$ cat src/rtl/ctrl_request_engine.sv
// ctrl_request_engine
// Class-request engine for the endpoint-0 control path. A latched 8-byte setup
// packet is decoded; GET_CUR / GET_LEN / GET_INFO responses are streamed out
// as bytes under valid/ready, SET_CUR payloads are collected byte by byte, and
// every other request is answered with a stall.
//
// Ports:
//   clk, rst          clock and synchronous active-high reset
//   enable, data      setup strobe (sampled in IDLE) and the 64-bit setup packet
//   param_block       current values, control n at [n*PARAM_BYTES*8 +: PARAM_BYTES*8]
//   info_block        GET_INFO byte of control n at [n*8 +: 8]
//   busy              high whenever the engine is not idle
//   tx_data/valid/ready/last   IN response byte stream
//   rx_data/valid     OUT payload byte stream (always accepted in RX)
//   stall, done, set_valid     one-cycle completion pulses
//   set_ctrl, set_data         control index and payload of the last SET_CUR
module ctrl_request_engine #(
  parameter int NUM_CTRL    = 4,
  parameter int PARAM_BYTES = 8,
  parameter int CTRL_W      = (NUM_CTRL > 1) ? $clog2(NUM_CTRL) : 1
) (
  input  logic                            clk,
  input  logic                            rst,
  input  logic                            enable,
  input  logic [63:0]                     data,
  input  logic [NUM_CTRL*PARAM_BYTES*8-1:0] param_block,
  input  logic [NUM_CTRL*8-1:0]           info_block,
  output logic                            busy,
  output logic [7:0]                      tx_data,
  output logic                            tx_valid,
  input  logic                            tx_ready,
  output logic                            tx_last,
  input  logic [7:0]                      rx_data,
  input  logic                            rx_valid,
  output logic                            stall,
  output logic                            done,
  output logic                            set_valid,
  output logic [CTRL_W-1:0]               set_ctrl,
  output logic [PARAM_BYTES*8-1:0]        set_data
);

  localparam int PW = PARAM_BYTES * 8;
  // GET_LEN needs two bytes even when the parameter block is a single byte.
  localparam int BUF_W = (PARAM_BYTES > 2) ? PW : 16;
  localparam logic [15:0] PB_LEN       = 16'(PARAM_BYTES);
  localparam logic [8:0]  NUM_CTRL_LIM = 9'(NUM_CTRL);
  localparam logic [7:0]  RX_LAST_IDX  = 8'(PARAM_BYTES - 1);

  typedef enum logic [2:0] {S_IDLE, S_DECODE, S_TX, S_RX, S_DONE} state_t;
  state_t state_reg, state_next;

  // Only the setup fields the engine uses are latched; wIndex and wValue[7:0]
  // carry nothing for this class of request.
  logic [7:0]  req_type_reg, req_code_reg, ctrl_raw_reg;
  logic [15:0] wlength_reg;
  logic        unused_setup_bits;
  assign unused_setup_bits = ^data[39:16];

  logic [BUF_W-1:0]  resp_buf_reg;
  logic [15:0]       tx_cnt_reg;
  logic [7:0]        rx_cnt_reg;
  logic [PW-1:0]     shadow_reg, shadow_next, set_data_reg;
  logic [PW+7:0]     rx_cat;
  logic [CTRL_W-1:0] set_ctrl_reg;
  logic              stall_pend_reg, set_pend_reg;

  // Per-control views of the flat input buses.
  logic [PW-1:0] param_arr [NUM_CTRL];
  logic [7:0]    info_arr  [NUM_CTRL];
  for (genvar gi = 0; gi < NUM_CTRL; gi++) begin : g_ctrl
    assign param_arr[gi] = param_block[gi*PW +: PW];
    assign info_arr[gi]  = info_block[gi*8 +: 8];
  end

  // Request decode, evaluated from the latched setup fields.
  logic              ctrl_ok, is_get_cur, is_get_len, is_get_info, is_set_cur;
  logic              accept_in, accept_set, tx_final, rx_final;
  logic [CTRL_W-1:0] ctrl_idx;
  logic [15:0]       nat_len, send_len;
  logic [BUF_W-1:0]  resp_fill;

  assign ctrl_idx    = ctrl_raw_reg[CTRL_W-1:0];
  assign ctrl_ok     = {1'b0, ctrl_raw_reg} < NUM_CTRL_LIM;
  assign is_get_cur  = (req_type_reg == 8'hA1) && (req_code_reg == 8'h81);
  assign is_get_len  = (req_type_reg == 8'hA1) && (req_code_reg == 8'h86);
  assign is_get_info = (req_type_reg == 8'hA1) && (req_code_reg == 8'h87);
  assign is_set_cur  = (req_type_reg == 8'h21) && (req_code_reg == 8'h01);
  assign accept_in   = (is_get_cur || is_get_len || is_get_info) && ctrl_ok;
  assign accept_set  = is_set_cur && ctrl_ok && (wlength_reg == PB_LEN);
  assign send_len    = (wlength_reg < nat_len) ? wlength_reg : nat_len;
  assign tx_final    = (tx_cnt_reg == 16'd1);
  assign rx_final    = (rx_cnt_reg == RX_LAST_IDX);
  // Payload shifts in from the top so the first byte ends up in the LSB.
  assign rx_cat      = {rx_data, shadow_reg};
  assign shadow_next = rx_cat[PW+7:8];

  always_comb begin
    nat_len   = 16'd0;
    resp_fill = '0;
    if (is_get_cur) begin
      nat_len         = PB_LEN;
      resp_fill[PW-1:0] = param_arr[ctrl_idx];
    end else if (is_get_len) begin
      nat_len          = 16'd2;
      resp_fill[15:0]  = {8'h00, PB_LEN[7:0]};
    end else if (is_get_info) begin
      nat_len          = 16'd1;
      resp_fill[7:0]   = info_arr[ctrl_idx];
    end
  end

  always_ff @(posedge clk) begin
    if (rst) state_reg <= S_IDLE;
    else     state_reg <= state_next;
  end

  always_comb begin
    state_next = state_reg;
    busy       = 1'b1;
    tx_valid   = 1'b0;
    tx_last    = 1'b0;
    stall      = 1'b0;
    done       = 1'b0;
    set_valid  = 1'b0;
    case (state_reg)
      S_IDLE: begin
        busy = 1'b0;
        if (enable) state_next = S_DECODE;
      end
      S_DECODE: begin
        if (accept_in && send_len != 16'd0) state_next = S_TX;
        else if (accept_set)                state_next = S_RX;
        else                                state_next = S_DONE;
      end
      S_TX: begin
        tx_valid = 1'b1;
        tx_last  = tx_final;
        if (tx_ready && tx_final) state_next = S_DONE;
      end
      S_RX: begin
        if (rx_valid && rx_final) state_next = S_DONE;
      end
      S_DONE: begin
        done       = 1'b1;
        stall      = stall_pend_reg;
        set_valid  = set_pend_reg;
        state_next = S_IDLE;
      end
      default: state_next = S_IDLE;
    endcase
  end

  always_ff @(posedge clk) begin
    if (rst) begin
      req_type_reg   <= '0;
      req_code_reg   <= '0;
      ctrl_raw_reg   <= '0;
      wlength_reg    <= '0;
      resp_buf_reg   <= '0;
      tx_cnt_reg     <= '0;
      rx_cnt_reg     <= '0;
      shadow_reg     <= '0;
      set_data_reg   <= '0;
      set_ctrl_reg   <= '0;
      stall_pend_reg <= 1'b0;
      set_pend_reg   <= 1'b0;
    end else begin
      case (state_reg)
        S_IDLE: begin
          if (enable) begin
            req_type_reg <= data[63:56];
            req_code_reg <= data[55:48];
            ctrl_raw_reg <= data[47:40];
            wlength_reg  <= data[15:0];
          end
        end
        S_DECODE: begin
          // Snapshot so later param/info changes cannot tear the response.
          resp_buf_reg   <= resp_fill;
          tx_cnt_reg     <= send_len;
          rx_cnt_reg     <= 8'd0;
          stall_pend_reg <= !(accept_in || accept_set);
          set_pend_reg   <= 1'b0;
        end
        S_TX: begin
          if (tx_ready) begin
            resp_buf_reg <= resp_buf_reg >> 8;
            tx_cnt_reg   <= tx_cnt_reg - 16'd1;
          end
        end
        S_RX: begin
          if (rx_valid) begin
            shadow_reg <= shadow_next;
            rx_cnt_reg <= rx_cnt_reg + 8'd1;
            if (rx_final) begin
              set_data_reg <= shadow_next;
              set_ctrl_reg <= ctrl_idx;
              set_pend_reg <= 1'b1;
            end
          end
        end
        default: ;
      endcase
    end
  end

  assign tx_data  = tx_valid ? resp_buf_reg[7:0] : 8'h00;
  assign set_ctrl = set_ctrl_reg;
  assign set_data = set_data_reg;

endmodule

$ cat config.mk
export PLATFORM = sky130hd
export DESIGN_NAME = ctrl_request_engine
export DESIGN_NICKNAME = d
export VERILOG_FILES = /design/src/rtl/ctrl_request_engine.sv
export SDC_FILE = /design/constraint.sdc
export NUM_CORES = 1
export LEC_CHECK = 0
export CAP_MARGIN = 20
export CORE_MARGIN = 3
export CORE_UTILIZATION = 40
export CTS_CLUSTER_SIZE = 12
export DETAILED_ROUTE_END_ITERATION = 6
export PLACE_DENSITY = 0.82
export SLEW_MARGIN = 30
export SYNTH_ARGS = -nofsm -noshare
export SYNTH_HDL_FRONTEND = slang
export SYNTH_SLANG_ARGS = --single-unit
$ cat constraint.sdc
create_clock -name clk -period 2.8 [get_ports clk]
set_clock_uncertainty 0.1 [all_clocks]
set_input_delay 0.56 -clock clk [delete_from_list [all_inputs] [get_ports clk]]
set_output_delay 0.56 -clock clk [all_outputs]
set_load 0.05 [all_outputs]
==> results of run 1 <==
==> power groups by stage <==
stage / Clock (mW) / Sequential [mW] / Combinational (mW)
detailed placement: 0 / 3.95 / 1.43
CTS: 3.62 / 3.87 / 1.45
global route: 3.77 / 3.89 / 1.57
global placement: 0 / 3.94 / 1.41
finish: 3.59 / 3.87 / 1.46
floorplan: 0 / 3.90 / 0.737
==> layout make-up <==
cell class | count | area share
Timing Repair Buffer | 462 | 0.270
Tap cell | 384 | 0.0273
Clock inverter | 5 | 0.00192
Antenna cell | 18 | 0.00256
Clock buffer | 42 | 0.0496
Sequential cell | 255 | 0.290
Inverter | 7 | 0.00149
Multi-Input combinational cell | 984 | 0.357
==> cell usage in the layout, fill, tap and decap left out, types with 4 or more instances in the layout <==
master / n
a21oi_1: 194
and2_1: 13
nand2_1: 352
or4_1: 4
clkdlybuf4s50_1: 405
clkbuf_8: 10
xor2_1: 5
o21ai_0: 15
ha_1: 4
nand2b_1: 6
nand3_1: 16
nor4_1: 9
mux4_2: 72
a221oi_1: 49
dfxtp_1: 252
nor3_1: 62
inv_1: 6
a22oi_1: 8
nand4_1: 6
buf_12: 20
diode_2: 18
and3_1: 5
clkbuf_16: 30
buf_4: 32
a211oi_1: 8
nor2_1: 92
or3_1: 6
==> worst min-delay path, stage by stage, from the launching register on <==
cell     delay, ns
dfxtp_1       0.30
nand2_1       0.05
a21oi_1       0.05
==> cell usage after synthesis (2+ instances only) <==
cell type | n | area, sq um
nor3b_1 | 2 | 15.0
dfxtp_1 | 255 | 5100
and3_1 | 5 | 31.3
and2_1 | 15 | 93.8
inv_1 | 6 | 22.5
nand4_1 | 6 | 37.5
o31ai_1 | 2 | 15.0
nand2b_1 | 6 | 37.5
or3_4 | 2 | 22.5
a211oi_1 | 8 | 60.1
or4_1 | 5 | 37.5
mux4_2 | 72 | 1620
or3_1 | 6 | 37.5
ha_1 | 5 | 62.6
clkbuf_1 | 95 | 357
o21ai_0 | 15 | 75.1
nand2_1 | 354 | 1330
nor3_1 | 63 | 315
xor2_1 | 5 | 43.8
nand3b_1 | 2 | 15.0
nor4b_1 | 2 | 17.5
a22oi_1 | 8 | 60.1
or2_2 | 2 | 12.5
buf_1 | 11 | 41.3
a311oi_1 | 3 | 26.3
or4_4 | 2 | 22.5
o31a_1 | 2 | 17.5
buf_6 | 2 | 22.5
buf_2 | 4 | 20.0
nand3_1 | 16 | 80.1
or4b_1 | 2 | 20.0
a21o_1 | 2 | 15.0
a21oi_1 | 194 | 971
nor2b_1 | 3 | 18.8
a221oi_1 | 51 | 447
nor4_1 | 12 | 75.1
nor2_1 | 95 | 357
==> kinds of logic (layout without fill, tap and decap cells) <==
kind of cell / after synthesis / count (layout) / share of synthesized area
DFF: 255 / 255 / 0.435
and+or+nand+nor: 607 / 607 / 0.226
muxes: 72 / 72 / 0.138
other: 0 / 18 / 0
AOI/OAI and AO/OA: 294 / 294 / 0.151
xor gates and xnor gates: 6 / 6 / 0.00447
adders and majority gates: 5 / 5 / 0.00533
buffers and inverters: 120 / 516 / 0.0404
==> metal layers <==
layer | part of all wire | global-route usage | up-vias
met5 | 0 | 0 | -
met4 | 0.071 | 0.188 | 0
met3 | 0.061 | 0.0460 | 138
met2 | 0.51 | 0.459 | 546
met1 | 0.36 | 0.298 | 5754
li1 | - | - | 5627
==> worst max path at each step <==
stage,start,end,slack [ns],cells past startpoint
5_1_grt,req_code_reg[6]$_SDFFE_PP0P_,state_reg[2]$_SDFFE_PP0P_,-0.34,10
3_3_place_gp,req_code_reg[4]$_SDFFE_PP0P_,state_reg[2]$_SDFFE_PP0P_,-0.26,10
6_report,req_code_reg[6]$_SDFFE_PP0P_,state_reg[2]$_SDFFE_PP0P_,-0.26,9
2_1_floorplan,req_type_reg[1]$_SDFFE_PP0P_,state_reg[2]$_SDFFE_PP0P_,-0.09,9
3_5_place_dp,req_code_reg[4]$_SDFFE_PP0P_,state_reg[2]$_SDFFE_PP0P_,-0.31,10
4_1_cts,req_code_reg[6]$_SDFFE_PP0P_,state_reg[2]$_SDFFE_PP0P_,-0.22,9
==> what timing repair did <==
action / CTS / global route
resized for setup: 9 / 7
pin swaps: 4 / 2
setup buffers: 2 / 0
gates cloned: 0 / 1
setup endpoints to repair: 14 / 33
==> metrics.yaml, run 1 <==
syn_inst: 1359
htree_num_levels: 1
crit_type: "reg2reg"
crit_buf_inv: 0
clock_path_buffers: 3
finalSetupTns_ns: -1.33
clkTransAtPathRegs_ns: 0.06
max_stage_delay_ns: 0.57
p_per_area_nw_per_um2: 507
hold_start: "wlength_reg[4]$_SDFFE_PP0P_"
synth_edf_count: 0
async_flop_share: 0
final_core_util: 0.610
fin_cells: 2157
rrSetupSlack_ns: -0.26
cp_slowest_cell: "or4b_4"
ys_warn_count: 0
worstPathMaxFanout: 3
cts_buffers: 28
syn_avg_cell_area_sq_um: 8.64
drt_wl_total_microns: 43700
grt_pass1_vias: 11950
required_ns: 3.13
violations: "DRC, setup timing"
drt_pass1_iterations: 7
grt_max_degree: 102
pwr-share-clk: 0.402
p_leak_nw: 6.00
via_per_inst: 5.59
timing.slew.headroom: 0.484
period_needed_ns: 3.06
netlist_area_sq_um: 11700
ys_seq_area_frac: 0.435
rr_worst_depth: 9
portBuffers: 420
crit_path_start_kind: "flip-flop"
wire_per_inst_microns: 20.3
setup_viol: 12
die-area_sq_um: 31500
antenna_found_initial: 21
track_usage: 0.267
synthToLayoutAreaGrowth_pct: 50.0
peakVddDrop_mv: 0.489
drive_gt1_frac: 0.117
hold_slack_ns: 0.353
worstPathCellList: "or4b_4 -> nor4_4 -> nand2_1 -> ha_2 -> o31a_1 -> or3_4 -> o221ai_2 -> or4b_1 -> o41ai_1"
hold_violations: 0
dpl.hpwl_microns: 32800
grt_remaining_overflow: 0
switching_share: 0.244
cts_tree: "yes"
whs_path_depth: 2
path_delay_family: "simple AND/OR/NAND/NOR gates"
gp_congestion: 0.886
fin_crit_sh: 1.09
status: "finished with violations"
ys_seq_elements: 255
core-area_sq_um: 28900
cap_violations: 0
drc: 1
multi_input_area_sq_um: 6280
p_total_mw: 8.92
route.antenna.remaining_nets: 0
clk_latency_ns: 0.53
fmax_mhz: 327
power_frac_seq: 0.434
initial_core_util: 0.407
final_nets: 2108
p_int_mw: 6.74
ys.flop_type: "dfxtp_1"
syn-num-nets: 1729
finalWorstSetupSlack_ns: -0.257
n_fill_cell: 2372
cts.sinks: 255
vias: 12065
slew_viol_final: 0
timing.rr.end: "state_reg[2]$_SDFFE_PP0P_"
place_inst: 2089
cp-end-kind: "flip-flop"
placed_cell_area_sq_um: 16600
die_x_microns: 177
io_pins: 445
worstMarginPinSlew_ns: 0.774
grt_pass1_wl_microns: 65500
pre_cts_slack_ns: -0.314
r2r_start: "req_code_reg[6]$_SDFFE_PP0P_"
cp_data_arrival_time_ns: 3.39
hp-class: "reg2reg"
combPwrFrac: 0.164
cts-root-buf: "clkbuf_16"
p_sw_mw: 2.18
cts_hold_buf: 0
regArea_sq_um: 5110
synth_cell_types: 56
die_h_microns: 177
min_delay_worst_endpoint: "wlength_reg[4]$_SDFFE_PP0P_"
num_rows: 62
rsz0062_at_grt: "yes"
drtIter0Drc: 1022
fin_area_sq_um: 17600
No activity file was read; power rests on OpenSTA's default activity.
==> run 2: changes to the inputs <==
--- a/config.mk
+++ b/config.mk
@@ -7,10 +7,12 @@
 export LEC_CHECK = 0
 export CAP_MARGIN = 20
 export CORE_MARGIN = 3
-export CORE_UTILIZATION = 40
+export CORE_UTILIZATION = 41
+export CTS_BUF_LIST = sky130_fd_sc_hd__clkbuf_4
 export CTS_CLUSTER_SIZE = 12
 export DETAILED_ROUTE_END_ITERATION = 6
-export PLACE_DENSITY = 0.82
+export PLACE_DENSITY = 0.83
+export REMOVE_ABC_BUFFERS = 1
 export SLEW_MARGIN = 30
 export SYNTH_ARGS = -nofsm -noshare
 export SYNTH_HDL_FRONTEND = slang
==> run 2 against run 1 <==
- power shrank 3.3%
- the run ends with setup timing left
- combinational power barely moved
- clock power down 8.9%
- sequential share of layout area hardly changed
- critical endpoint unchanged
- register-to-register slack improved by 0.03 ns
==> metrics.yaml, run 2 (same netlist as run 1, synthesis figures left out) <==
status: "finished with violations"
fmax_mhz: 331
die_x_microns: 175
cts_tree: "yes"
cts-root-buf: "clkbuf_4"
cts_buffers: 70
fin_cells: 2222
clkTransAtPathRegs_ns: 0.06
hp-class: "in2reg"
place_inst: 2089
worstMarginPinSlew_ns: 0.712
clk_latency_ns: 0.66
rrSetupSlack_ns: -0.22
worstPathMaxFanout: 5
portBuffers: 420
final_common_cell: "clkdlybuf4s50_1"
drive_gt1_frac: 0.151
drc: 0
track_usage: 0.256
hold_violations: 0
vias: 12239
grt_pass1_wl_microns: 62600
clock_path_buffers: 3
rsz0062_at_grt: "yes"
core-area_sq_um: 28000
slew_viol_final: 0
period_needed_ns: 3.02
dpl.hpwl_microns: 30500
finalSetupTns_ns: -0.458
die_h_microns: 175
fin_area_sq_um: 17600
final_nets: 2163
cp_data_arrival_time_ns: 3.46
gp_congestion: 0.941
die-area_sq_um: 30700
cap_violations: 0
p_leak_nw: 6.11
grt_remaining_overflow: 0
route.antenna.remaining_nets: 0
placed_cell_area_sq_um: 16600
p_per_area_nw_per_um2: 489
initial_core_util: 0.419
via_per_inst: 5.51
setup_viol: 4
peakVddDrop_mv: 0.260
drt_pass1_iterations: 5
synthToLayoutAreaGrowth_pct: 50.1
cts.sinks: 255
required_ns: 3.24
layout_common_cells: "clkdlybuf4s50_1, nand2_1, dfxtp_1"
cp-end-kind: "flip-flop"
grt_max_degree: 93
drt_wl_total_microns: 41600
timing.slew.headroom: 0.526
crit_type: "reg2reg"
wire_per_inst_microns: 18.7
grt_pass1_vias: 11796
num_rows: 61
finalWorstSetupSlack_ns: -0.224
io_pins: 445
crit_path_start_kind: "flip-flop"
drtIter0Drc: 997
antenna_found_initial: 13
htree_num_levels: 3
fin_crit_sh: 1.08
violations: "setup timing"
hold_slack_ns: 0.322
[run 2: final timing paths]
| check | start | endpoint | depth (start not counted) |
|---|---|---|---|
| max | req_code_reg[4]$_SDFFE_PP0P_ | state_reg[2]$_SDFFE_PP0P_ | 9 |
| min | rst | set_data[31]$_SDFFE_PP0P_ | 2 |
| max reg2reg | req_code_reg[4]$_SDFFE_PP0P_ | state_reg[2]$_SDFFE_PP0P_ | 9 |
| min reg2reg | shadow_reg[36]$_SDFFE_PP0P_ | shadow_reg[28]$_SDFFE_PP0P_ | 2 |
[run 2: where the power goes]
part / leakage, nW / internal (mW) / total [mW] / switching, mW
combinational: 3.54 / 0.865 / 1.49 / 0.625
sequential: 2.07 / 3.76 / 3.87 / 0.104
clock: 0.500 / 1.75 / 3.27 / 1.52
[run 2: layout make-up]
cell class | count | area (sq um)
flip-flops and latches | 255 | 5110
repair buffers | 474 | 4840
repair inverters | 1 | 7.51
multi-input cells | 984 | 6300
clock inverters | 20 | 138
well taps | 378 | 473
clock buffers | 95 | 713
fillers | 2342 | 10400
inverters | 7 | 31.3
diodes | 8 | 20.0
[run 2: per-stage QoR]
step | setup WS (ns) | total power, mW | util
2_1_floorplan | -1.50 | 4.59 | -
3_5_place_dp | -0.514 | 5.38 | 0.591
5_1_grt | -0.371 | 9.03 | 0.629
3_3_place_gp | -0.368 | 5.35 | 0.591
4_1_cts | -0.200 | 8.71 | 0.628
6_report | -0.224 | 8.63 | 0.629
[run 2: routing by layer]
metal  track usage  routed length (microns)  vias to the layer above
met5             0                       22                        -
met4         0.120                     1430                        4
met3        0.0718                     3600                      102
met2         0.416                    20200                      546
met1         0.316                    16300                     5829
li1              -                        -                     5758
[run 2: repair_timing]
| action | 4_1_cts | 5_1_grt |
|---|---|---|
| pin swaps | 5 | 5 |
| buffers inserted | 9 | 0 |
| setup endpoints to repair | 18 | 15 |
| hold buffers | 0 | 0 |
| gates resized for setup | 25 | 4 |
| cloned | 1 | 0 |
[run 2: worst max-delay path, stage by stage (launching register included)]
cell      delay, ns
dfxtp_1        0.31
or4b_4         0.58
nor4_4         0.25
nand2_1        0.10
ha_2           0.25
o31a_1         0.26
or3_4          0.35
o221ai_4       0.19
or4b_1         0.45
o41ai_1        0.07
==> run 3: changes to the inputs <==
--- a/config.mk
+++ b/config.mk
@@ -6,7 +6,6 @@
 export NUM_CORES = 1
 export LEC_CHECK = 0
 export CAP_MARGIN = 20
-export CORE_MARGIN = 3
 export CORE_UTILIZATION = 41
 export CTS_BUF_LIST = sky130_fd_sc_hd__clkbuf_4
 export CTS_CLUSTER_SIZE = 12
==> run 3 against run 2 <==
- the flow still finishes with violations (setup timing)
- worst hold slack got worse by 0.020 ns
- final area shrank 0.23%
- sequential power hardly changed
- power shrank 0.93%
- via count shrank 1.3%
- highest routed layer unchanged
- critical path depth stayed put
==> metrics.yaml, run 3 (same netlist as run 1, synthesis figures left out) <==
drive_gt1_frac: 0.147
slew_viol_final: 0
setup_viol: 9
gp_congestion: 0.929
grt_remaining_overflow: 0
p_per_area_nw_per_um2: 486
crit_path_start_kind: "flip-flop"
hold_violations: 0
drc: 0
drt_pass1_iterations: 5
fin_crit_sh: 1.09
cp_data_arrival_time_ns: 3.51
rrSetupSlack_ns: -0.26
htree_num_levels: 3
synthToLayoutAreaGrowth_pct: 49.8
fmax_mhz: 327
peakVddDrop_mv: 0.269
initial_core_util: 0.419
die_h_microns: 171
violations: "setup timing"
finalSetupTns_ns: -0.906
layout_common_cells: "clkdlybuf4s50_1, nand2_1, dfxtp_1"
drt_wl_total_microns: 39300
required_ns: 3.25
fin_area_sq_um: 17600
finalWorstSetupSlack_ns: -0.260
grt_max_degree: 82
vias: 12075
final_common_cell: "clkdlybuf4s50_1"
clock_path_buffers: 3
crit_type: "reg2reg"
drtIter0Drc: 925
cts_tree: "yes"
track_usage: 0.261
n_fill_cell: 2303
io_pins: 445
p_leak_nw: 6.09
clk_latency_ns: 0.65
worstPathMaxFanout: 5
cts-root-buf: "clkbuf_4"
final_nets: 2157
cts_buffers: 68
cts_hold_buf: 0
cts.sinks: 255
cap_violations: 0
core-area_sq_um: 28000
hp-class: "in2reg"
die_x_microns: 171
period_needed_ns: 3.06
worstMarginPinSlew_ns: 0.623
rsz0062_at_grt: "yes"
grt_pass1_wl_microns: 59800
placed_cell_area_sq_um: 16600
via_per_inst: 5.47
wire_per_inst_microns: 17.8
antenna_found_initial: 9
dpl.hpwl_microns: 28500
hold_slack_ns: 0.303
die-area_sq_um: 29300
timing.slew.headroom: 0.585
num_rows: 61
clkTransAtPathRegs_ns: 0.06
pre_cts_slack_ns: -0.477
portBuffers: 420
route.antenna.remaining_nets: 0
grt_pass1_vias: 11696
cp-end-kind: "flip-flop"
status: "finished with violations"
[run 3: final cells by class]
type                    count  area [sq um]  area share
well taps                 378           473      0.0269
inverters                   7          28.8     0.00164
repair buffers            471          4850       0.276
diodes                      9          22.5     0.00128
multi-input cells         984          6290       0.357
clock buffers              89           668      0.0380
flip-flops and latches    255          5110       0.291
clock inverters            14           141     0.00804
[run 3: report_power, final]
group	internal, mW	leakage (nW)	switching, mW	total (mW)
clock	1.74	0.477	1.47	3.21
combinational	0.862	3.54	0.617	1.48
sequential	3.76	2.07	0.0987	3.86
total	6.36	6.09	2.18	8.55
[run 3: what timing repair did]
action                     4_1_cts  5_1_grt
setup endpoints to repair       18       16
gates cloned                     1        0
gates resized for setup         20        6
buffers inserted                 7        0
pin swaps                        2        6
[run 3: per-layer routing]
layer / share of wire / routed length (microns) / track usage
met3: 0.079 / 3110 / 0.0656
met1: 0.39 / 15300 / 0.312
met5: 0.00074 / 29 / 0
met4: 0.038 / 1510 / 0.139
met2: 0.49 / 19400 / 0.431
[run 3: stage by stage]
stage	utilization	total power, mW	std cells
6_report	0.628	8.55	2207
5_1_grt	0.628	8.99	2205
4_1_cts	0.627	8.63	2198
3_5_place_dp	0.592	5.37	2087
3_3_place_gp	0.592	5.34	2087
2_1_floorplan	-	4.59	1246
[run 3: path summary, 6_finish.rpt]
check,from,to,depth (start not counted)
worst min register to register,shadow_reg[21]$_SDFFE_PP0P_,shadow_reg[13]$_SDFFE_PP0P_,2
worst max-delay path,req_type_reg[4]$_SDFFE_PP0P_,state_reg[2]$_SDFFE_PP0P_,9
worst max register to register,req_type_reg[4]$_SDFFE_PP0P_,state_reg[2]$_SDFFE_PP0P_,9
worst min-delay path,rst,tx_cnt_reg[0]$_SDFFE_PP0P_,2
[run 3: worst max-delay path, stage by stage, from the launching register on]
cell and delay [ns]:
dfxtp_1 0.31, or4_4 0.58, nor4_4 0.30, nand2_1 0.14
ha_4 0.19, o31a_1 0.30, or3_4 0.34, o221ai_2 0.19
or4b_1 0.44, o41ai_1 0.07
